[config.mk]
export PLATFORM = sky130hd
export DESIGN_NAME = pipeline_hazard_controller
export DESIGN_NICKNAME = d
export VERILOG_FILES = /design/src/rtl/pipeline_pkg.sv /design/src/rtl/hazard_perf_counter.sv /design/src/rtl/pipeline_hazard_controller.sv
export SDC_FILE = /design/constraint.sdc
export NUM_CORES = 1
export LEC_CHECK = 0
export CAP_MARGIN = 20
export CORE_UTILIZATION = 38
export CTS_CLUSTER_DIAMETER = 50
export CTS_CLUSTER_SIZE = 28
export DETAILED_ROUTE_END_ITERATION = 8
export GPL_TIMING_DRIVEN = 0
export HOLD_SLACK_MARGIN = 0.03
export MAX_ROUTING_LAYER = met4
export PLACE_DENSITY_LB_ADDON = 0.15
export SLEW_MARGIN = 30
export SYNTH_ARGS = -nofsm -noshare
export SYNTH_HDL_FRONTEND = slang
export SYNTH_SLANG_ARGS = --single-unit
[constraint.sdc]
create_clock -name clk -period 2.4 [get_ports clk]
set_input_delay 0.72 -clock clk [delete_from_list [all_inputs] [get_ports clk]]
set_output_delay 0.72 -clock clk [all_outputs]
set_load 0.1 [all_outputs]
[src/rtl/pipeline_pkg.sv]
// Shared types and constants for the RV32I pipeline control blocks.
package pipeline_pkg;

    // Hazard sequencer states
    typedef enum logic [1:0] {
        RUN      = 2'd0,
        MDU_BUSY = 2'd1,
        SQUASH   = 2'd2
    } hazard_state_t;

    // Encoding of addi x0,x0,0 loaded into IF/ID on a flush
    localparam logic [31:0] NOP_INSTR = 32'h0000_0013;

    // Register index width
    localparam int REG_IDX_W = 5;

    // True when a source operand is read and matches a non-x0 destination
    function automatic logic src_hazard(input logic                 use_rs,
                                        input logic [REG_IDX_W-1:0] rs,
                                        input logic [REG_IDX_W-1:0] rd);
        return use_rs && (rd != '0) && (rs == rd);
    endfunction

endpackage

[src/rtl/hazard_perf_counter.sv]
// Saturating event counter with enable; holds at all-ones once full.
module hazard_perf_counter #(
    parameter int CNT_W = 32
) (
    input  logic             clk,
    input  logic             rst,
    input  logic             en,
    output logic [CNT_W-1:0] count
);

    logic [CNT_W-1:0] cnt_q;
    logic [CNT_W-1:0] cnt_d;

    // Next count: increment when enabled unless already saturated
    always_comb begin
        cnt_d = cnt_q;
        if (en && (cnt_q != {CNT_W{1'b1}})) begin
            cnt_d = cnt_q + 1'b1;
        end
    end

    // Count register
    always_ff @(posedge clk or posedge rst) begin
        if (rst) begin
            cnt_q <= '0;
        end else begin
            cnt_q <= cnt_d;
        end
    end

    assign count = cnt_q;

endmodule

[src/rtl/pipeline_hazard_controller.sv]
// Stall/flush sequencer for the 5-stage RV32I pipeline.
// Optional build macro HAZARD_PERF_CNT_EN adds the stall_cycles and
// flush_events performance counter outputs.
module pipeline_hazard_controller
    import pipeline_pkg::*;
#(
    parameter int FETCH_LATENCY = 1,
    parameter int MDU_TIMEOUT   = 64,
    parameter int CNT_W         = 32
) (
    input  logic                 clk,
    input  logic                 rst,
    input  logic [REG_IDX_W-1:0] id_rs1,
    input  logic [REG_IDX_W-1:0] id_rs2,
    input  logic                 id_useRs1,
    input  logic                 id_useRs2,
    input  logic [REG_IDX_W-1:0] ex_rd,
    input  logic                 ex_memRead,
    input  logic                 ex_branchTaken,
    input  logic                 ex_mduStart,
    input  logic                 mdu_done,
    input  logic                 mem_access,
    input  logic                 dmem_ready,
    output logic                 pcWrite,
    output logic                 IF_ID_Write,
    output logic                 IF_flush,
    output logic                 ID_EX_Write,
    output logic                 ID_EX_flush,
    output logic                 EX_MEM_Write,
    output logic                 EX_MEM_flush,
    output logic                 mdu_timeout
`ifdef HAZARD_PERF_CNT_EN
    ,
    output logic [CNT_W-1:0]     stall_cycles,
    output logic [CNT_W-1:0]     flush_events
`endif
);

    localparam int SQ_W = (FETCH_LATENCY > 1) ? $clog2(FETCH_LATENCY + 1) : 1;
    localparam int MC_W = (MDU_TIMEOUT > 1) ? $clog2(MDU_TIMEOUT + 1) : 1;
    localparam logic [SQ_W-1:0] SQ_LOAD = SQ_W'(FETCH_LATENCY);
    localparam logic [MC_W-1:0] MC_MAX  = MC_W'(MDU_TIMEOUT);

    hazard_state_t   state_q, state_d;
    logic [SQ_W-1:0] squash_cnt_q, squash_cnt_d;
    logic [MC_W-1:0] mdu_cnt_q, mdu_cnt_d;
    logic            mdu_timeout_q, mdu_timeout_d;

    logic mem_wait;
    logic load_use;
    logic mdu_stall;

    logic pc_write, if_id_write, if_flush, id_ex_write, id_ex_flush;
    logic ex_mem_write, ex_mem_flush;

    assign mem_wait  = mem_access && !dmem_ready;
    assign load_use  = ex_memRead && (src_hazard(id_useRs1, id_rs1, ex_rd) ||
                                      src_hazard(id_useRs2, id_rs2, ex_rd));
    // A busy MDU stalls unless its result arrives this cycle
    assign mdu_stall = (state_q == MDU_BUSY) && !mdu_done;

    // Prioritised hazard resolution: next state, counters and raw controls
    always_comb begin
        state_d       = state_q;
        squash_cnt_d  = squash_cnt_q;
        mdu_cnt_d     = mdu_cnt_q;
        mdu_timeout_d = mdu_timeout_q;
        pc_write      = 1'b1;
        if_id_write   = 1'b1;
        if_flush      = 1'b0;
        id_ex_write   = 1'b1;
        id_ex_flush   = 1'b0;
        ex_mem_write  = 1'b1;
        ex_mem_flush  = 1'b0;

        if (mem_wait) begin
            // Whole pipeline frozen; sequencer state held as well
            pc_write     = 1'b0;
            if_id_write  = 1'b0;
            id_ex_write  = 1'b0;
            ex_mem_write = 1'b0;
        end else if (mdu_stall) begin
            pc_write     = 1'b0;
            if_id_write  = 1'b0;
            id_ex_write  = 1'b0;
            ex_mem_flush = 1'b1;
            if (mdu_cnt_q != MC_MAX) begin
                mdu_cnt_d = mdu_cnt_q + 1'b1;
            end
            // Flag raised on the busy cycle that brings the count to the limit
            if (mdu_cnt_q >= MC_MAX - 1'b1) begin
                mdu_timeout_d = 1'b1;
            end
        end else if (ex_branchTaken) begin
            // Redirect: drop the instruction in ID and the one being fetched
            if_flush    = 1'b1;
            id_ex_flush = 1'b1;
            if (FETCH_LATENCY > 0) begin
                state_d      = SQUASH;
                squash_cnt_d = SQ_LOAD;
            end else begin
                state_d = RUN;
            end
        end else if (state_q == SQUASH) begin
            // Wrong-path fetches still returning from instruction memory
            if_flush     = 1'b1;
            squash_cnt_d = squash_cnt_q - 1'b1;
            if (squash_cnt_q <= 1) begin
                state_d = RUN;
            end
        end else begin
            // Normal RUN cycle (also the cycle an MDU result returns)
            if (load_use) begin
                pc_write    = 1'b0;
                if_id_write = 1'b0;
                id_ex_flush = 1'b1;
            end
            if (ex_mduStart) begin
                state_d   = MDU_BUSY;
                mdu_cnt_d = '0;
            end else begin
                state_d = RUN;
            end
        end
    end

    // Reset overrides every control: registers hold and load bubbles
    always_comb begin
        pcWrite      = pc_write     && !rst;
        IF_ID_Write  = if_id_write  && !rst;
        IF_flush     = if_flush     ||  rst;
        ID_EX_Write  = id_ex_write  && !rst;
        ID_EX_flush  = id_ex_flush  ||  rst;
        EX_MEM_Write = ex_mem_write && !rst;
        EX_MEM_flush = ex_mem_flush ||  rst;
    end

    // Sequencer state and counters
    always_ff @(posedge clk or posedge rst) begin
        if (rst) begin
            state_q       <= RUN;
            squash_cnt_q  <= '0;
            mdu_cnt_q     <= '0;
            mdu_timeout_q <= 1'b0;
        end else begin
            state_q       <= state_d;
            squash_cnt_q  <= squash_cnt_d;
            mdu_cnt_q     <= mdu_cnt_d;
            mdu_timeout_q <= mdu_timeout_d;
        end
    end

    assign mdu_timeout = mdu_timeout_q;

    // Issuing an MDU op and redirecting in the same cycle is illegal
    a_no_mdu_with_branch: assert property (@(posedge clk) disable iff (rst)
        !(ex_mduStart && ex_branchTaken));

`ifdef HAZARD_PERF_CNT_EN
    logic stall_en;
    logic flush_en;

    assign stall_en = !rst && !pcWrite;
    assign flush_en = !rst && !mem_wait && ex_branchTaken;

    hazard_perf_counter #(.CNT_W(CNT_W)) u_stall_cnt (
        .clk   (clk),
        .rst   (rst),
        .en    (stall_en),
        .count (stall_cycles)
    );

    hazard_perf_counter #(.CNT_W(CNT_W)) u_flush_cnt (
        .clk   (clk),
        .rst   (rst),
        .en    (flush_en),
        .count (flush_events)
    );
`endif

endmodule

==> results.yml <==
run_status:
  outcome: "finished, violations left"
  failed_checks: "setup timing"
setup_path:
  crit_arrival_ps: 2180
  crit_type: "in2out"
  worstPathMaxFanout: 2
  r2r_cells: 4
  end_kind: "output pin"
  cp-start-kind: "primary input"
  crit_required_ps: 1680
place:
  gp_congestion: 0.848
  placedCellCount: 151
  dp_hpwl_mm: 1.56
  place_ws_ps: -1830
  place.port_buffers: 32
synthesis:
  synth-edff-count: 0
  seq_area_frac_synth_pct: 31.2
  synth.avg_cell_area_um2: 8.73
  synth-compound-area-share_pct: 13.9
  syn_inst: 92
  ys_top_cells_by_area: "dfrtp_1, xnor2_1, nand2_1"
  synth_fp_nets: 119
  ys_types: 33
  synth_top_area_share_pct: 31.2
  synthAdderAreaFrac_pct: 3.12
  synthXorXnorAreaFrac_pct: 10.9
  synth_area_um2: 803
  synth_mux_area_share_pct: 6.23
  synthSimpleGateAreaFrac_pct: 30.5
  yosys.area.top_type: "dfrtp_1"
  synth_top_family_by_area: "simple AND/OR/NAND/NOR gates"
  synth_warnings: 0
  async_reset_ff_share_pct: 100
  synth-main-ff-cell: "dfrtp_1"
  ys_ff_latch: 10
grt:
  grt_pass1_wl_mm: 3.17
  antenna_found_initial: 0
  grt_max_degree: 9
  grt.overflow.total: 0
  grt_pass1_vias: 763
  grt_usage_pct: 20.8
routing:
  routed_wl_mm: 2.10
  drt_iter0_markers: 9
  drc: 0
  dr.pass1.iters: 4
  num_vias: 865
  ant_nets: 0
  wl_per_cell_um: 12.9
  viasPerCell: 5.34
sta:
  finalSetupViolCount: 4
  period_share_pct: 121
  clock_skew_ps: 1.77
  setup_ws_ps: -498
  period_minus_slack_ps: 2900
  tightest_slew_ps: 954
  hold_viol: 0
  max_slew_margin_pct: 36.6
  report.final.slew_viol_count: 0
  rsz0062_at_grt: "true"
  fmax_mhz: 345
cells_and_area:
  drive_above_1_share_pct: 30.4
  nets: 164
  fin_cells: 162
  num_antenna_cells: 0
  area_delta_synth_final_pct: 72.7
cts:
  path_clk_slew_ps: 70
  clock_path_buffers: 2
  cts_max_level: 1
  cts.sinks: 10
  cts_root_buf: "clkbuf_4"
  cts_tree: "done"
  insertion_delay_ps: 260
  cts_made_buffers: 3
hold_path:
  hp-class: "reg2reg"
  min_path_cells: 1
power:
  p_leak_nw: 0.595
  p_total_uw: 574
  p_per_area_mw_per_mm2: 414
  max-vdd-ir-drop_uv: 345
die:
  initial_core_util_pct: 40.5
  core_mm2: 0.00198
  rows: 16
  dieHeight_um: 48.0
  io_pins: 33
  die_w_um: 48.0
  dieArea_mm2: 0.00230
run:
  cap_violations: 0
what timing repair did:
| item | 4_1_cts | 5_1_grt |
|---|---|---|
| endpoints found under the setup margin | 8 | 6 |
| hold buffers | 0 | 0 |
| gates resized for setup | 94 | 4 |
| setup buffers | 7 | 2 |
| pin swaps | 9 | 7 |
power by group:
part | leakage, nW | internal, mW | switching [mW]
Sequential | 0.136 | 0.176 | 0.00799
Combinational | 0.445 | 0.124 | 0.148
Clock | 0.0138 | 0.0579 | 0.0603
metal layers:
| metal | global-route usage, % | share of wire, % |
|---|---|---|
| met2 | 32.7 | 50 |
| met3 | 5.28 | 5.2 |
| met5 | - | 0 |
| met4 | 11.1 | 2.3 |
| met1 | 24.0 | 42 |
critical path, cell delays in order:
cell      delay (ps)
buf_8             90
or4_4            510
o211ai_1         220
nor2_1            90
a221o_4          370
buf_12           170
per-stage QoR:
stage | hold WS [ps] | setup TNS [ps] | util (%) | cell area, um2
floorplan | 492 | -1560 | - | 876
global placement | 478 | -9960 | 62.1 | 1230
detailed placement | 481 | -10050 | 62.1 | 1230
CTS | 493 | -1570 | 69.2 | 1370
global route | 513 | -1790 | 70.0 | 1390
finish | 487 | -1490 | 70.0 | 1390
sequential cells by signal, indices dropped and copies added (netlist names):
| signal | count |
|---|---|
| state_q | 2 |
| mdu_timeout | 1 |
| mdu_cnt_q | 7 |
final timing paths:
| check | start | to | slack, ps |
|---|---|---|---|
| max reg2reg | state_q[1] | mdu_cnt_q[3] | 680 |
| min reg2reg | mdu_timeout | mdu_timeout | 490 |
| max in group asynchronous | rst | mdu_cnt_q[5] | 1500 |
| max | ex_rd[2] | ID_EX_flush | -500 |
| min in group asynchronous | rst | state_q[0] | 770 |
| min | mdu_timeout | mdu_timeout | 490 |
cells in the mapped netlist, types with 2 or more instances:
master,n
nor4_1,2
ha_1,2
nor2_1,7
xnor2_1,10
o31ai_1,2
dfrtp_1,10
or4_1,3
nand2b_1,3
nand4_1,3
nand2_1,17
nand3_1,2
inv_1,4
mux2i_1,5
a21boi_1,2
nor2b_1,2
layout by cell type (no fill, tap or decap), types with 3 or more instances in the layout:
cell type         n
buf_4             8
xnor2_1          10
nor2_1            5
clkbuf_4          4
dlygate4sd2_1     4
buf_12            6
mux2i_1           5
clkdlybuf4s50_1  15
nand2_2           3
inv_1             3
dfrtp_1          10
nand4_1           3
nand2_1          13
buf_8             3
final cells by class:
cell class | instances | area [um2]
inverter | 4 | 18.8
buffer | 2 | 31.3
timing repair buffer | 40 | 432
multi-input combinational | 76 | 599
sequential | 10 | 250
tap | 27 | 33.8
clock buffer | 3 | 22.5
fill | 141 | 594
cells by family after synthesis:
family / Yosys count
buffers and inverters: 6
muxes: 5
DFF: 10
and+or+nand+nor: 45
xor gates and xnor gates: 10
AOI/OAI and AO/OA: 14
adders and majority gates: 2
Power figures use the tool's default switching activity.
